[src/rtl/visor_pkg.sv]
// Shared types and constants for the adder-sum 7-segment viewer.
// Segment codes are active-low, ordered {g,f,e,d,c,b,a}.
package visor_pkg;

    typedef enum logic {IDLE, SHIFT} state_t;

    localparam int N_BITS = 5;
    localparam int N_ITER = 5;

    localparam logic [6:0] SEG_0     = 7'b1000000;
    localparam logic [6:0] SEG_1     = 7'b1111001;
    localparam logic [6:0] SEG_2     = 7'b0100100;
    localparam logic [6:0] SEG_3     = 7'b0110000;
    localparam logic [6:0] SEG_4     = 7'b0011001;
    localparam logic [6:0] SEG_5     = 7'b0010010;
    localparam logic [6:0] SEG_6     = 7'b0000010;
    localparam logic [6:0] SEG_7     = 7'b1111000;
    localparam logic [6:0] SEG_8     = 7'b0000000;
    localparam logic [6:0] SEG_9     = 7'b0010000;
    localparam logic [6:0] SEG_BLANK = 7'b1111111;

    // Double-dabble correction: a nibble >= 5 would overflow past 9 after doubling.
    function automatic logic [3:0] add3(input logic [3:0] nib);
        return (nib >= 4'd5) ? nib + 4'd3 : nib;
    endfunction

endpackage

[src/rtl/bcd_a_7seg.sv]
// Combinational BCD digit to active-low 7-segment decoder; codes 10..15 blank.
module bcd_a_7seg
    import visor_pkg::*;
(
    input  logic [3:0] bcd,
    output logic [6:0] seg
);

    always_comb begin
        seg = SEG_BLANK;
        case (bcd)
            4'd0:    seg = SEG_0;
            4'd1:    seg = SEG_1;
            4'd2:    seg = SEG_2;
            4'd3:    seg = SEG_3;
            4'd4:    seg = SEG_4;
            4'd5:    seg = SEG_5;
            4'd6:    seg = SEG_6;
            4'd7:    seg = SEG_7;
            4'd8:    seg = SEG_8;
            4'd9:    seg = SEG_9;
            default: seg = SEG_BLANK;
        endcase
    end

endmodule

[src/rtl/visor_suma_7seg.sv]
// Converts the 5-bit adder sum {co, zi} to two BCD digits with a sequential
// shift-add-3 engine and drives a 2-digit multiplexed common-anode display.
module visor_suma_7seg
    import visor_pkg::*;
#(
    parameter int DIV_WIDTH  = 16,
    parameter int BLANK_ZERO = 1
) (
    input  logic       clk,
    input  logic       rst,
    input  logic       start,
    input  logic       co,
    input  logic [3:0] zi,
    output logic       busy,
    output logic       done,
    output logic [3:0] bcd_dec,
    output logic [3:0] bcd_uni,
    output logic [6:0] seg,
    output logic [1:0] an
);

    state_t                 state_q, state_d;
    logic [N_BITS-1:0]      shift_q, shift_d;
    logic [7:0]             scratch_q, scratch_d;
    logic [2:0]             cnt_q, cnt_d;
    logic [3:0]             bcd_dec_q, bcd_dec_d;
    logic [3:0]             bcd_uni_q, bcd_uni_d;
    logic                   done_q, done_d;
    logic [DIV_WIDTH-1:0]   div_q, div_d;
    logic [1:0]             an_q, an_d;
    logic [6:0]             seg_q, seg_d;

    logic [7:0]             adj;
    logic [7+N_BITS:0]      shifted;
    logic                   tens_sel;
    logic [3:0]             digit;
    logic [6:0]             digit_seg;

    // Conversion engine: one adjust-then-shift iteration per SHIFT cycle.
    always_comb begin
        state_d   = state_q;
        shift_d   = shift_q;
        scratch_d = scratch_q;
        cnt_d     = cnt_q;
        bcd_dec_d = bcd_dec_q;
        bcd_uni_d = bcd_uni_q;
        done_d    = 1'b0;

        adj     = {add3(scratch_q[7:4]), add3(scratch_q[3:0])};
        shifted = {adj, shift_q} << 1;

        case (state_q)
            IDLE: begin
                if (start) begin
                    shift_d   = {co, zi};
                    scratch_d = '0;
                    cnt_d     = '0;
                    state_d   = SHIFT;
                end
            end
            SHIFT: begin
                scratch_d = shifted[7+N_BITS:N_BITS];
                shift_d   = shifted[N_BITS-1:0];
                cnt_d     = cnt_q + 3'd1;
                if (cnt_q == 3'(N_ITER - 1)) begin
                    bcd_dec_d = shifted[7+N_BITS:4+N_BITS];
                    bcd_uni_d = shifted[3+N_BITS:N_BITS];
                    done_d    = 1'b1;
                    state_d   = IDLE;
                end
            end
            default: state_d = IDLE;
        endcase
    end

    // Display path shows only the committed result, never the scratch.
    always_comb begin
        div_d    = div_q + 1'b1;
        tens_sel = div_q[DIV_WIDTH-1];
        digit    = tens_sel ? bcd_dec_q : bcd_uni_q;
        an_d     = tens_sel ? 2'b01 : 2'b10;
        if (tens_sel && (BLANK_ZERO != 0) && (bcd_dec_q == 4'd0)) begin
            seg_d = SEG_BLANK;
        end else begin
            seg_d = digit_seg;
        end
    end

    bcd_a_7seg u_dec (
        .bcd (digit),
        .seg (digit_seg)
    );

    always_ff @(posedge clk or posedge rst) begin
        if (rst) begin
            state_q   <= IDLE;
            shift_q   <= '0;
            scratch_q <= '0;
            cnt_q     <= '0;
            bcd_dec_q <= '0;
            bcd_uni_q <= '0;
            done_q    <= 1'b0;
            div_q     <= '0;
            an_q      <= 2'b10;
            seg_q     <= SEG_0;
        end else begin
            state_q   <= state_d;
            shift_q   <= shift_d;
            scratch_q <= scratch_d;
            cnt_q     <= cnt_d;
            bcd_dec_q <= bcd_dec_d;
            bcd_uni_q <= bcd_uni_d;
            done_q    <= done_d;
            div_q     <= div_d;
            an_q      <= an_d;
            seg_q     <= seg_d;
        end
    end

    assign busy    = (state_q == SHIFT);
    assign done    = done_q;
    assign bcd_dec = bcd_dec_q;
    assign bcd_uni = bcd_uni_q;
    assign seg     = seg_q;
    assign an      = an_q;

endmodule
[config.mk]
export PLATFORM = sky130hd
export DESIGN_NAME = visor_suma_7seg
export DESIGN_NICKNAME = d
export VERILOG_FILES = /design/src/rtl/visor_pkg.sv /design/src/rtl/bcd_a_7seg.sv /design/src/rtl/visor_suma_7seg.sv
export SDC_FILE = /design/constraint.sdc
export NUM_CORES = 1
export LEC_CHECK = 0
export CAP_MARGIN = 10
export CORE_AREA = 8 8 76 85
export CTS_CLUSTER_SIZE = 8
export DETAILED_ROUTE_END_ITERATION = 8
export DIE_AREA = 0 0 84 93
export PLACE_DENSITY = 0.73
export SLEW_MARGIN = 20
export SYNTH_ARGS = -nofsm -noshare
export SYNTH_HDL_FRONTEND = slang
export SYNTH_HIERARCHICAL = 1
export SYNTH_SLANG_ARGS = --single-unit
[constraint.sdc]
create_clock -name clk -period 1.7 [get_ports clk]
set_input_delay 0.34 -clock clk [delete_from_list [all_inputs] [get_ports clk]]
set_output_delay 0.34 -clock clk [all_outputs]
set_load 0.05 [all_outputs]
==> impl_metrics.json <==
{
  "status": "completed",
  "rsz0062_at_grt": "yes",
  "reg2reg_slack_ns": 0.0002,
  "ys_async_sr_fraction_pct": 100,
  "tightest_slew_ns": 0.358,
  "syn-cell-area_mm2": 0.00244,
  "clk_latency_ns": 0.30,
  "overflow": 0,
  "mostFrequentLayoutCells": "dfrtp_1 (42), buf_4 (23), nand2_1 (19)",
  "grt_pass1_vias": 1665,
  "min_period_over_period_pct": 100,
  "hpwl_um": 3150,
  "cp.required_ns": 1.90,
  "initial_core_util_pct": 47.4,
  "h-tree-depth": 2,
  "start_kind": "flop",
  "clockRootBuffer": "clkbuf_8",
  "wl_met3_um": 238,
  "setup_tns_ns": 0,
  "p_comb_share_pct": 51.8,
  "cts_tree": "yes",
  "drive_gt1_share_pct": 28.7,
  "drv_cap": 0,
  "p_sw_share_pct": 42.1,
  "layout_commonest_cell": "dfrtp_1",
  "skew_ns": 0.0108,
  "die_width_um": 84,
  "cts_buffers": 5,
  "p_switching_uw": 2210,
  "power.density_mw_per_mm2": 1760,
  "post_dp_cell_area_mm2": 0.00287,
  "hp-class": "in2async",
  "finalSetupViolCount": 0,
  "wl_met1_um": 1840,
  "row_count": 28,
  "top_layer_used": "met4",
  "yosys.area.top_type_share_pct": 50.2,
  "die_area_mm2": 0.00781,
  "fp.dieH_um": 93,
  "p_int_uw": 3040,
  "seqPwrFrac_pct": 35.3,
  "cellLeakagePower_uw": 0.00144,
  "period_minus_slack_ns": 1.70,
  "ys_ff_latch": 51,
  "ys_types": 34,
  "hold_violations": 0,
  "synth.avg_cell_area_um2": 11.1,
  "cts_sinks": 51,
  "fin_nets": 277,
  "drc": 0,
  "fmax_ghz": 0.588,
  "first_pass_iters": 4,
  "antenna_cells": 0,
  "yosysWarnings": 6,
  "synth-edff-count": 0,
  "path_class": "reg2reg",
  "clockBufferDepth": 2,
  "synth-seq-area-share_pct": 52.4,
  "final_area_mm2": 0.00298,
  "viasPerCell": 5.12,
  "port_buffers": 26,
  "syn_inst": 221,
  "p_clk_share_pct": 12.9,
  "peakVddDrop_mv": 1.12,
  "synth_flop_cell": "dfrtp_1",
  "drt_iter0_drc": 45,
  "drtAntennaViolNets": 0,
  "grt_antenna_before_repair": 0,
  "syn_to_final_growth_pct": 21.9,
  "synth_area_leaders": "dfrtp_1 (50%), ha_1 (6.1%), mux2i_1 (4.9%), xnor2_1 (3.9%), o21ai_0 (3.7%)",
  "cts_hold_buf": 0,
  "synth_nets": 241,
  "end_kind": "flop",
  "grt_start_max_net_pins": 52,
  "wirelength_um": 4260,
  "vias": 1629,
  "grtUsageTotal_pct": 11.8,
  "cts.clk_slew.worst_paths_ns": 0.09,
  "grt_pass1_wl_um": 7560,
  "stdcell_count": 318,
  "gp_congestion": 0.789,
  "relSlewSlack_pct": 76.2,
  "worst_ep_arrival_time_ns": 1.90,
  "dr_wl_met2_um": 2110,
  "slew_violations": 0,
  "dp_cells": 309,
  "yosys.area.top_type": "dfrtp_1",
  "ioPinCount": 27,
  "core_mm2": 0.00515,
  "post_drt_wl_per_cell_um": 13.4,
  "cp_max_fo": 4
}
[cells by family (layout without fill, tap and decap cells)]
| kind of cell | count (synthesis) | in the layout | share of synthesized area (%) |
|---|---|---|---|
| AOI/OAI and AO/OA | 30 | 30 | 6.71 |
| xor gates and xnor gates | 17 | 17 | 6.10 |
| adders and majority gates | 12 | 12 | 6.15 |
| buffers and inverters | 20 | 57 | 3.53 |
| DFF | 51 | 51 | 52.4 |
| muxes | 20 | 20 | 8.61 |
| and+or+nand+nor | 71 | 71 | 16.5 |
[synthesized netlist by cell type, types with 2 or more instances]
cell / count
dfrtp_1: 49
nand2_1: 19
o21ai_0: 18
inv_1: 14
nand2b_1: 13
ha_1: 12
mux2i_1: 12
nor2_1: 11
xnor2_1: 11
mux2_2: 8
a21oi_1: 7
or2_2: 7
nand3_1: 6
xor2_1: 6
buf_2: 3
nor3b_1: 3
clkbuf_1: 2
dfstp_2: 2
nand4_1: 2
o31ai_1: 2
[critical path, stage by stage, from the launching register on]
cell and delay, ns:
dfrtp_2 0.45, mux2_4 0.35, ha_4 0.16, or2_1 0.21, a21oi_2 0.15, a31oi_1 0.05, or2_4 0.22
[final timing paths]
check / to / startpoint / cells after the start
max in group asynchronous: an[1] / rst / 3
hold reg to reg: div_q[0] / div_q[0] / 1
setup reg to reg: seg[3] / div_q[15] / 6
setup / recovery: seg[3] / div_q[15] / 6
hold / removal: div_q[8] / rst / 3
min in group clk: div_q[0] / div_q[0] / 1
[per-stage QoR]
step	total power [uW]	hold WS, ns	util, %	worst slack, ns
after floorplan	3810	0.423	-	-0.0250
after global placement	4500	0.439	55.7	-0.0122
after detailed placement	4580	0.452	55.7	-0.0554
after CTS	5280	0.413	57.5	-0.00387
after global routing	5640	0.448	57.8	-0.0628
final	5250	0.408	57.8	0.000188
[state kept, by name (all words and copies together), names as in the netlist]
name and cells:
div_q 16, scratch_q 8, seg 7, shift_q 5, bcd_dec 4, bcd_uni 4, cnt_q 3, an 2
busy 1, done 1
[layer usage]
| layer | vias up | GRT usage [%] |
|---|---|---|
| met5 | - | 0 |
| met4 | 0 | 4.76 |
| met2 | 28 | 20.2 |
| li1 | 813 | - |
| met1 | 782 | 13.0 |
| met3 | 6 | 4.26 |
[power by group through the flow]
stage | Combinational (uW) | Clock (uW) | Sequential (uW)
2_1_floorplan | 1380 | 0 | 2430
3_3_place_gp | 2640 | 0 | 1860
3_5_place_dp | 2710 | 0 | 1870
4_1_cts | 2720 | 716 | 1840
5_1_grt | 2990 | 753 | 1900
6_report | 2720 | 678 | 1850
[final cells by class]
cell class / count / area [um^2]
Tap cell: 60 / 75.1
Timing Repair Buffer: 35 / 343
Fill cell: 465 / 2170
Multi-Input combinational cell: 150 / 1130
Inverter: 14 / 57.6
Sequential cell: 51 / 1290
Clock inverter: 2 / 12.5
Clock buffer: 6 / 72.6
[repair_timing]
| action | 4_1_cts | 5_1_grt |
|---|---|---|
| gates resized for setup | 1 | 8 |
| pin swaps | 0 | 2 |
| setup endpoints to repair | 5 | 10 |
| buffers inserted | 1 | 0 |
(Power assumes the default switching activity.)
